$ cat config.mk
export PLATFORM = sky130hd
export DESIGN_NAME = apb_gpio
export DESIGN_NICKNAME = d
export VERILOG_FILES = /design/src/rtl/apb_gpio_pkg.sv /design/src/rtl/apb_gpio_sync.sv /design/src/rtl/apb_gpio.sv
export SDC_FILE = /design/constraint.sdc
export NUM_CORES = 1
export LEC_CHECK = 0
export BUFFER_PORTS_ARGS = -buffer_cell sky130_fd_sc_hd__buf_2
export CAP_MARGIN = 40
export CORE_MARGIN = 5
export CORE_UTILIZATION = 25
export CTS_CLUSTER_DIAMETER = 60
export CTS_CLUSTER_SIZE = 16
export DETAILED_ROUTE_END_ITERATION = 10
export GPL_TIMING_DRIVEN = 0
export PLACE_DENSITY = 0.4
export SYNTH_ARGS = -nofsm -noshare
export SYNTH_HDL_FRONTEND = slang
export SYNTH_HIERARCHICAL = 1
export SYNTH_SLANG_ARGS = --single-unit
$ cat constraint.sdc
create_clock -name pclk -period 18 [get_ports pclk]
set_clock_uncertainty 0.2 [all_clocks]
set_input_delay 3.6 -clock pclk [delete_from_list [all_inputs] [get_ports pclk]]
set_output_delay 3.6 -clock pclk [all_outputs]
set_load 0.05 [all_outputs]
$ cat src/rtl/apb_gpio_pkg.sv
// Shared definitions for the APB GPIO block: register indices and byte-strobe merge.
// Latency: n/a (package only).
// Backpressure: n/a (package only).
package apb_gpio_pkg;

    // Register indices, decoded from paddr
    localparam logic [3:0] MODE      = 4'd0;
    localparam logic [3:0] DIRECTION = 4'd1;
    localparam logic [3:0] OUTPUT    = 4'd2;
    localparam logic [3:0] INPUT     = 4'd3;
    localparam logic [3:0] TR_TYPE   = 4'd4;
    localparam logic [3:0] TR_LVL0   = 4'd5;
    localparam logic [3:0] TR_LVL1   = 4'd6;
    localparam logic [3:0] TR_STAT   = 4'd7;
    localparam logic [3:0] IRQ_ENA   = 4'd8;

    // Replace each byte of cur with the matching byte of wdat where its strobe is set.
    // Works on the maximum 32-bit width; narrower instances zero-extend.
    function automatic logic [31:0] strb_merge(input logic [31:0] cur,
                                               input logic [31:0] wdat,
                                               input logic [3:0]  strb);
        logic [31:0] res;
        res = cur;
        for (int i = 0; i < 4; i++) begin
            if (strb[i]) begin
                res[8*i +: 8] = wdat[8*i +: 8];
            end
        end
        return res;
    endfunction

endpackage

$ cat src/rtl/apb_gpio_sync.sv
// Two-flop synchroniser for asynchronous pad inputs.
// Latency: 2 clk_i edges from d_i to q_o. Backpressure: none.
// Ports: clk_i clock, rst_i async active-high reset, d_i async input, q_o synchronised output.
module apb_gpio_sync
    import apb_gpio_pkg::*;
#(
    parameter int WIDTH = 32
) (
    input  logic             clk_i,
    input  logic             rst_i,
    input  logic [WIDTH-1:0] d_i,
    output logic [WIDTH-1:0] q_o
);

    logic [WIDTH-1:0] meta_q;
    logic [WIDTH-1:0] sync_q;

    always_ff @(posedge clk_i or posedge rst_i) begin
        if (rst_i) begin
            meta_q <= '0;
            sync_q <= '0;
        end else begin
            meta_q <= d_i;
            sync_q <= meta_q;
        end
    end

    assign q_o = sync_q;

endmodule

$ cat src/rtl/apb_gpio.sv
// APB4 GPIO slave: per-pin direction, push-pull/open-drain drive, level/edge interrupts.
// Latency: zero-wait-state APB (pready=1); prddata registered in setup phase; inputs 2 cycles.
// Backpressure: none, every transfer completes immediately and never errors.
// Ports: APB slave (pclk, prstn active-high async, psel..pslverr), pads gpio_i/gpio_o/gpio_oe, irq_o.
module apb_gpio
    import apb_gpio_pkg::*;
#(
    parameter int GPIO_PINS = 32
) (
    input  logic                   pclk,
    input  logic                   prstn,
    input  logic                   psel,
    input  logic                   penable,
    input  logic [3:0]             paddr,
    input  logic                   pwrite,
    input  logic [GPIO_PINS/8-1:0] pstrb,
    input  logic [GPIO_PINS-1:0]   pwrdata,
    output logic [GPIO_PINS-1:0]   prddata,
    output logic                   pready,
    output logic                   pslverr,
    input  logic [GPIO_PINS-1:0]   gpio_i,
    output logic [GPIO_PINS-1:0]   gpio_o,
    output logic [GPIO_PINS-1:0]   gpio_oe,
    output logic                   irq_o
);

    logic [GPIO_PINS-1:0] mode_q, mode_d;
    logic [GPIO_PINS-1:0] dir_q,  dir_d;
    logic [GPIO_PINS-1:0] out_q,  out_d;
    logic [GPIO_PINS-1:0] type_q, type_d;
    logic [GPIO_PINS-1:0] lvl0_q, lvl0_d;
    logic [GPIO_PINS-1:0] lvl1_q, lvl1_d;
    logic [GPIO_PINS-1:0] stat_q, stat_d;
    logic [GPIO_PINS-1:0] ena_q,  ena_d;
    logic [GPIO_PINS-1:0] prev_q;
    logic [GPIO_PINS-1:0] rdata_q, rdata_d;
    logic                 irq_q;

    logic [GPIO_PINS-1:0] sync_w;
    logic [GPIO_PINS-1:0] detect;
    logic [GPIO_PINS-1:0] clr;
    logic [31:0]          wdat32;
    logic [3:0]           strb4;
    logic                 wr_en;
    logic                 rd_en;

    apb_gpio_sync #(.WIDTH(GPIO_PINS)) u_sync (
        .clk_i (pclk),
        .rst_i (prstn),
        .d_i   (gpio_i),
        .q_o   (sync_w)
    );

    assign wr_en = psel & penable & pwrite;
    assign rd_en = psel & ~penable & ~pwrite;

    // Byte-strobe merge at this instance's width
    function automatic logic [GPIO_PINS-1:0] merge(input logic [GPIO_PINS-1:0] cur,
                                                   input logic [31:0]          wd,
                                                   input logic [3:0]           st);
        logic [31:0] c32;
        c32 = '0;
        c32[GPIO_PINS-1:0] = cur;
        c32 = strb_merge(c32, wd, st);
        return c32[GPIO_PINS-1:0];
    endfunction

    always_comb begin
        wdat32 = '0;
        wdat32[GPIO_PINS-1:0] = pwrdata;
        strb4 = '0;
        strb4[GPIO_PINS/8-1:0] = pstrb;
    end

    // Level mode looks at sync only; edge mode also needs prev to see a transition.
    assign detect = (~type_q & ((lvl1_q & sync_w) | (lvl0_q & ~sync_w)))
                  | ( type_q & ((lvl1_q & sync_w & ~prev_q) | (lvl0_q & ~sync_w & prev_q)));

    always_comb begin
        mode_d  = mode_q;
        dir_d   = dir_q;
        out_d   = out_q;
        type_d  = type_q;
        lvl0_d  = lvl0_q;
        lvl1_d  = lvl1_q;
        ena_d   = ena_q;
        clr     = '0;
        rdata_d = rdata_q;
        if (wr_en) begin
            case (paddr)
                MODE:      mode_d = merge(mode_q, wdat32, strb4);
                DIRECTION: dir_d  = merge(dir_q,  wdat32, strb4);
                OUTPUT:    out_d  = merge(out_q,  wdat32, strb4);
                TR_TYPE:   type_d = merge(type_q, wdat32, strb4);
                TR_LVL0:   lvl0_d = merge(lvl0_q, wdat32, strb4);
                TR_LVL1:   lvl1_d = merge(lvl1_q, wdat32, strb4);
                TR_STAT:   clr    = merge('0,     wdat32, strb4);
                IRQ_ENA:   ena_d  = merge(ena_q,  wdat32, strb4);
                default:   ;
            endcase
        end
        // A detect in the same cycle as a clear keeps the bit set
        stat_d = (stat_q & ~clr) | detect;
        if (rd_en) begin
            case (paddr)
                MODE:      rdata_d = mode_q;
                DIRECTION: rdata_d = dir_q;
                OUTPUT:    rdata_d = out_q;
                INPUT:     rdata_d = sync_w;
                TR_TYPE:   rdata_d = type_q;
                TR_LVL0:   rdata_d = lvl0_q;
                TR_LVL1:   rdata_d = lvl1_q;
                TR_STAT:   rdata_d = stat_q;
                IRQ_ENA:   rdata_d = ena_q;
                default:   rdata_d = '0;
            endcase
        end
    end

    always_ff @(posedge pclk or posedge prstn) begin
        if (prstn) begin
            mode_q  <= '0;
            dir_q   <= '0;
            out_q   <= '0;
            type_q  <= '0;
            lvl0_q  <= '0;
            lvl1_q  <= '0;
            stat_q  <= '0;
            ena_q   <= '0;
            prev_q  <= '0;
            rdata_q <= '0;
            irq_q   <= 1'b0;
        end else begin
            mode_q  <= mode_d;
            dir_q   <= dir_d;
            out_q   <= out_d;
            type_q  <= type_d;
            lvl0_q  <= lvl0_d;
            lvl1_q  <= lvl1_d;
            stat_q  <= stat_d;
            ena_q   <= ena_d;
            prev_q  <= sync_w;
            rdata_q <= rdata_d;
            irq_q   <= |(stat_q & ena_q);
        end
    end

    // Open-drain pins never drive high: they release (oe=0) for a 1 and pull low for a 0.
    assign gpio_o  = out_q & ~mode_q;
    assign gpio_oe = dir_q & ~(mode_q & out_q);
    assign prddata = rdata_q;
    assign pready  = 1'b1;
    assign pslverr = 1'b0;
    assign irq_o   = irq_q;

endmodule

==> results.md <==
- Total core area: 0.06692 sq mm
- Status: complete, no violations
- CTS tree: yes
- IR Drop Worst-Case VDD: 61.84 uV
- Final worst path period share: 32.17%
- Final Hold Fails: 0
- Transition time of the tightest slew-check pin: 0.9219 ns
- Number of warnings reported in the yosys synthesis log: 6
- Post-Route WL: 64.58 mm
- # Max-Cap Violations: 0
- Instance count of the mapped netlist: 1301
- Number of cells after detailed placement: 2368
- Placed inst area: 0.01904 sq mm
- Cell types with the largest area share after synthesis: sky130_fd_sc_hd__dfrtp_1 57%, sky130_fd_sc_hd__mux2_2 15%, sky130_fd_sc_hd__a22oi_1 4.4%, sky130_fd_sc_hd__mux2i_1 3.8%, sky130_fd_sc_hd__nand2_1 1.7%
- Slew Limit Headroom: 38.54%
- Number of top-level pins: 176
- Post-layout net count: 1616
- Router iterations before antenna repair: 8
- Critical Setup Path Class: in -> reg
- Insertion delay of the later-clocked pin in the worst-skew pair: 0.58 ns
- Number of placement rows: 95
- Share of layout cells above drive strength 1: 34.71%
- Final number of setup-violating endpoints: 0
- Register area share after synthesis: 57.43%
- Inserted Clock Buffers: 42
- Initial detailed-routing violation count: 889
- Yosys reg bits: 385
- Layout Utilization: 30.61%
- GR Util All Layers: 17.67%
- Area growth from synthesis to layout: 22.11%
- Number of fill cells: 6911
- Commonest cells in the synthesized netlist: 385 x sky130_fd_sc_hd__dfrtp_1, 222 x sky130_fd_sc_hd__mux2_2, 99 x sky130_fd_sc_hd__a22oi_1
- EDFF count, synth: 0
- Antenna violations before repair: 6
- H-tree depth: 2
- Final Non-Filler Cells: 2445
- Number of remaining DRC errors: 0
- Maximum fanout along the worst path: 10
- Number of max-slew violations in the final report: 0
- Die outline width: 269.0 um
- WP data arrival: 6.03 ns
- Finished layout cell area: 0.02049 sq mm
- Post-synth net total: 1378
- Initial cell density of the core: 25.07%
- Yosys cell types: 57
- Placement-stage worst setup slack: 11.65 ns
- Final setup margin: 12.21 ns
- Pin count of the biggest net entering global routing: 103
- # clock sinks: 385
- Number of buffers inserted by port buffering: 173
- Floorplan die area: 0.07239 sq mm
- Hold buffers post-CTS: 0
- Post-synthesis instance area: 0.01678 sq mm
- DP HPWL: 46.29 mm
- Max Buffers Root-to-Sink: 3
- Gates resized, CTS repair: 0
- Crit path capture type: register
- Number of global-route vias before repair: 12630
- Setup_tns: 0 ns
- Class of the tightest hold or removal check: reg -> reg
- Leakage power of the design: 0.009375 uW
- Vias per cell: 4.850
- Total congestion overflow: 0
- Fin crit period: 5.791 ns
- Fmax: 0.1727 GHz
- Predominant post-synthesis flop cell: sky130_fd_sc_hd__dfrtp_1
- Power density relative to cell area: 109.4 mW/mm^2
- Most used standard cell by instance count after synthesis: sky130_fd_sc_hd__dfrtp_1
- Via total after detailed routing: 11860
- Weighted congestion at the end of routability-driven global placement: 0.8340
- Async set-reset flop share out of synthesis: 100.0%
- Critical path data required time: 18.24 ns
- Wire length of the first global-routing pass: 92.28 mm
- RSZ-0062 raised after global routing: false
- Post-CTS setup-driven buffer insertion count: 0
- Die Y-Extent: 269.0 um
- Clock transition at the register clock pins on the worst setup and hold paths after CTS: 0.07 ns
- Count of nets left with antenna violations after detail routing: 0
- Cell type with the highest aggregate area in the netlist: sky130_fd_sc_hd__dfrtp_1
- Synthesized area per cell: 12.89 sq um
- Yosys top cell area share: 57.43%
- Routed length per instance: 26.41 um
- Critical Path Source Type: primary input
- Root cell of the clock tree: sky130_fd_sc_hd__clkbuf_16
-- flip-flops by register name (all words and copies together) (netlist names) --
signal         cells
out_q             32
irq_o              1
ena_q             32
u_sync/meta_q     32
dir_q             32
type_q            32
stat_q            32
prddata           32
prev_q            32
lvl1_q            32
mode_q            32
u_sync/q_o        32
lvl0_q            32
-- cell usage in the layout, fill, tap and decap left out, drive strengths merged, types with 3 or more instances in the layout --
cell type / instances
a21oi: 40
a21o: 33
nand2: 79
nand2b: 6
o21ai: 34
buf: 222
a22oi: 99
a31oi: 3
a21boi: 32
nor2: 43
dfrtp: 385
mux2i: 63
o22ai: 31
nand3: 13
a221oi: 3
nand4: 5
nor2b: 39
mux2: 225
inv: 10
and2: 5
nor3: 16
xnor2: 32
bufinv: 4
a211oi: 15
a22o: 6
a221o: 5
clkinv: 10
clkbuf: 78
mux4: 3
clkinvlp: 4
or2: 4
o22a: 5
-- final cells by class --
type | count | area [sq um] | share of cell area, %
Antenna cell | 2 | 5.005 | 0.02443
Buffer | 56 | 282.8 | 1.380
Clock buffer | 50 | 1142 | 5.576
Clock inverter | 25 | 300.3 | 1.466
Inverter | 3 | 21.27 | 0.1038
Multi-Input combinational cell | 857 | 6848 | 33.43
Sequential cell | 385 | 9634 | 47.03
Tap cell | 873 | 1092 | 5.332
Timing Repair Buffer | 194 | 1160 | 5.662
-- metrics by stage --
stage	hold WS, ns	total power [uW]
2_1_floorplan	0.1312	1211
3_3_place_gp	0.1340	1335
3_5_place_dp	0.1347	1345
4_1_cts	0.1321	2276
5_1_grt	0.1344	2337
6_report	0.1321	2240
-- worst max-delay path, stage by stage --
cell and delay, ns:
sky130_fd_sc_hd__buf_2 0.12, sky130_fd_sc_hd__buf_6 0.14, sky130_fd_sc_hd__buf_2 0.36, sky130_fd_sc_hd__buf_4 0.39, sky130_fd_sc_hd__buf_4 0.34, sky130_fd_sc_hd__mux2i_1 0.24, sky130_fd_sc_hd__o22ai_1 0.11, sky130_fd_sc_hd__a211oi_1 0.56
sky130_fd_sc_hd__o21ai_0 0.15
-- power by group --
| group | total [uW] | internal, uW | switching (uW) |
|---|---|---|---|
| combinational | 304 | 111 | 193 |
| sequential | 1020 | 944 | 78.9 |
| clock | 914 | 521 | 393 |
-- path summary, 6_finish.rpt --
kind                                       start       endpoint  slack (ns)  depth (start not counted)
worst max-delay path                    paddr[2]    prddata[10]       12.21                          9
worst min-delay path            u_sync/meta_q[4]  u_sync/q_o[4]        0.13                          0
worst max register to register         ena_q[18]          irq_o       15.94                          3
worst min register to register  u_sync/meta_q[4]  u_sync/q_o[4]        0.13                          0
max in group asynchronous                  prstn      out_q[27]       13.42                          4
min in group asynchronous                  prstn      prev_q[3]        2.87                          2
-- kinds of logic after synthesis --
| logic type | synth area share (%) |
|---|---|
| xor+xnor | 1.671 |
| simple gates | 7.026 |
| mux | 19.26 |
| other cells | 0.04477 |
| flops | 57.43 |
| buf+inv | 1.753 |
| compound gates | 12.81 |
-- metal layers --
metal	track usage (%)	vias to the layer above	wire (um)
li1	-	5273	-
met1	23.48	6132	28140
met2	29.31	338	30820
met3	3.933	110	3854
met4	4.724	6	1721
met5	0	-	39
No activity file was read; power rests on OpenSTA's default activity.
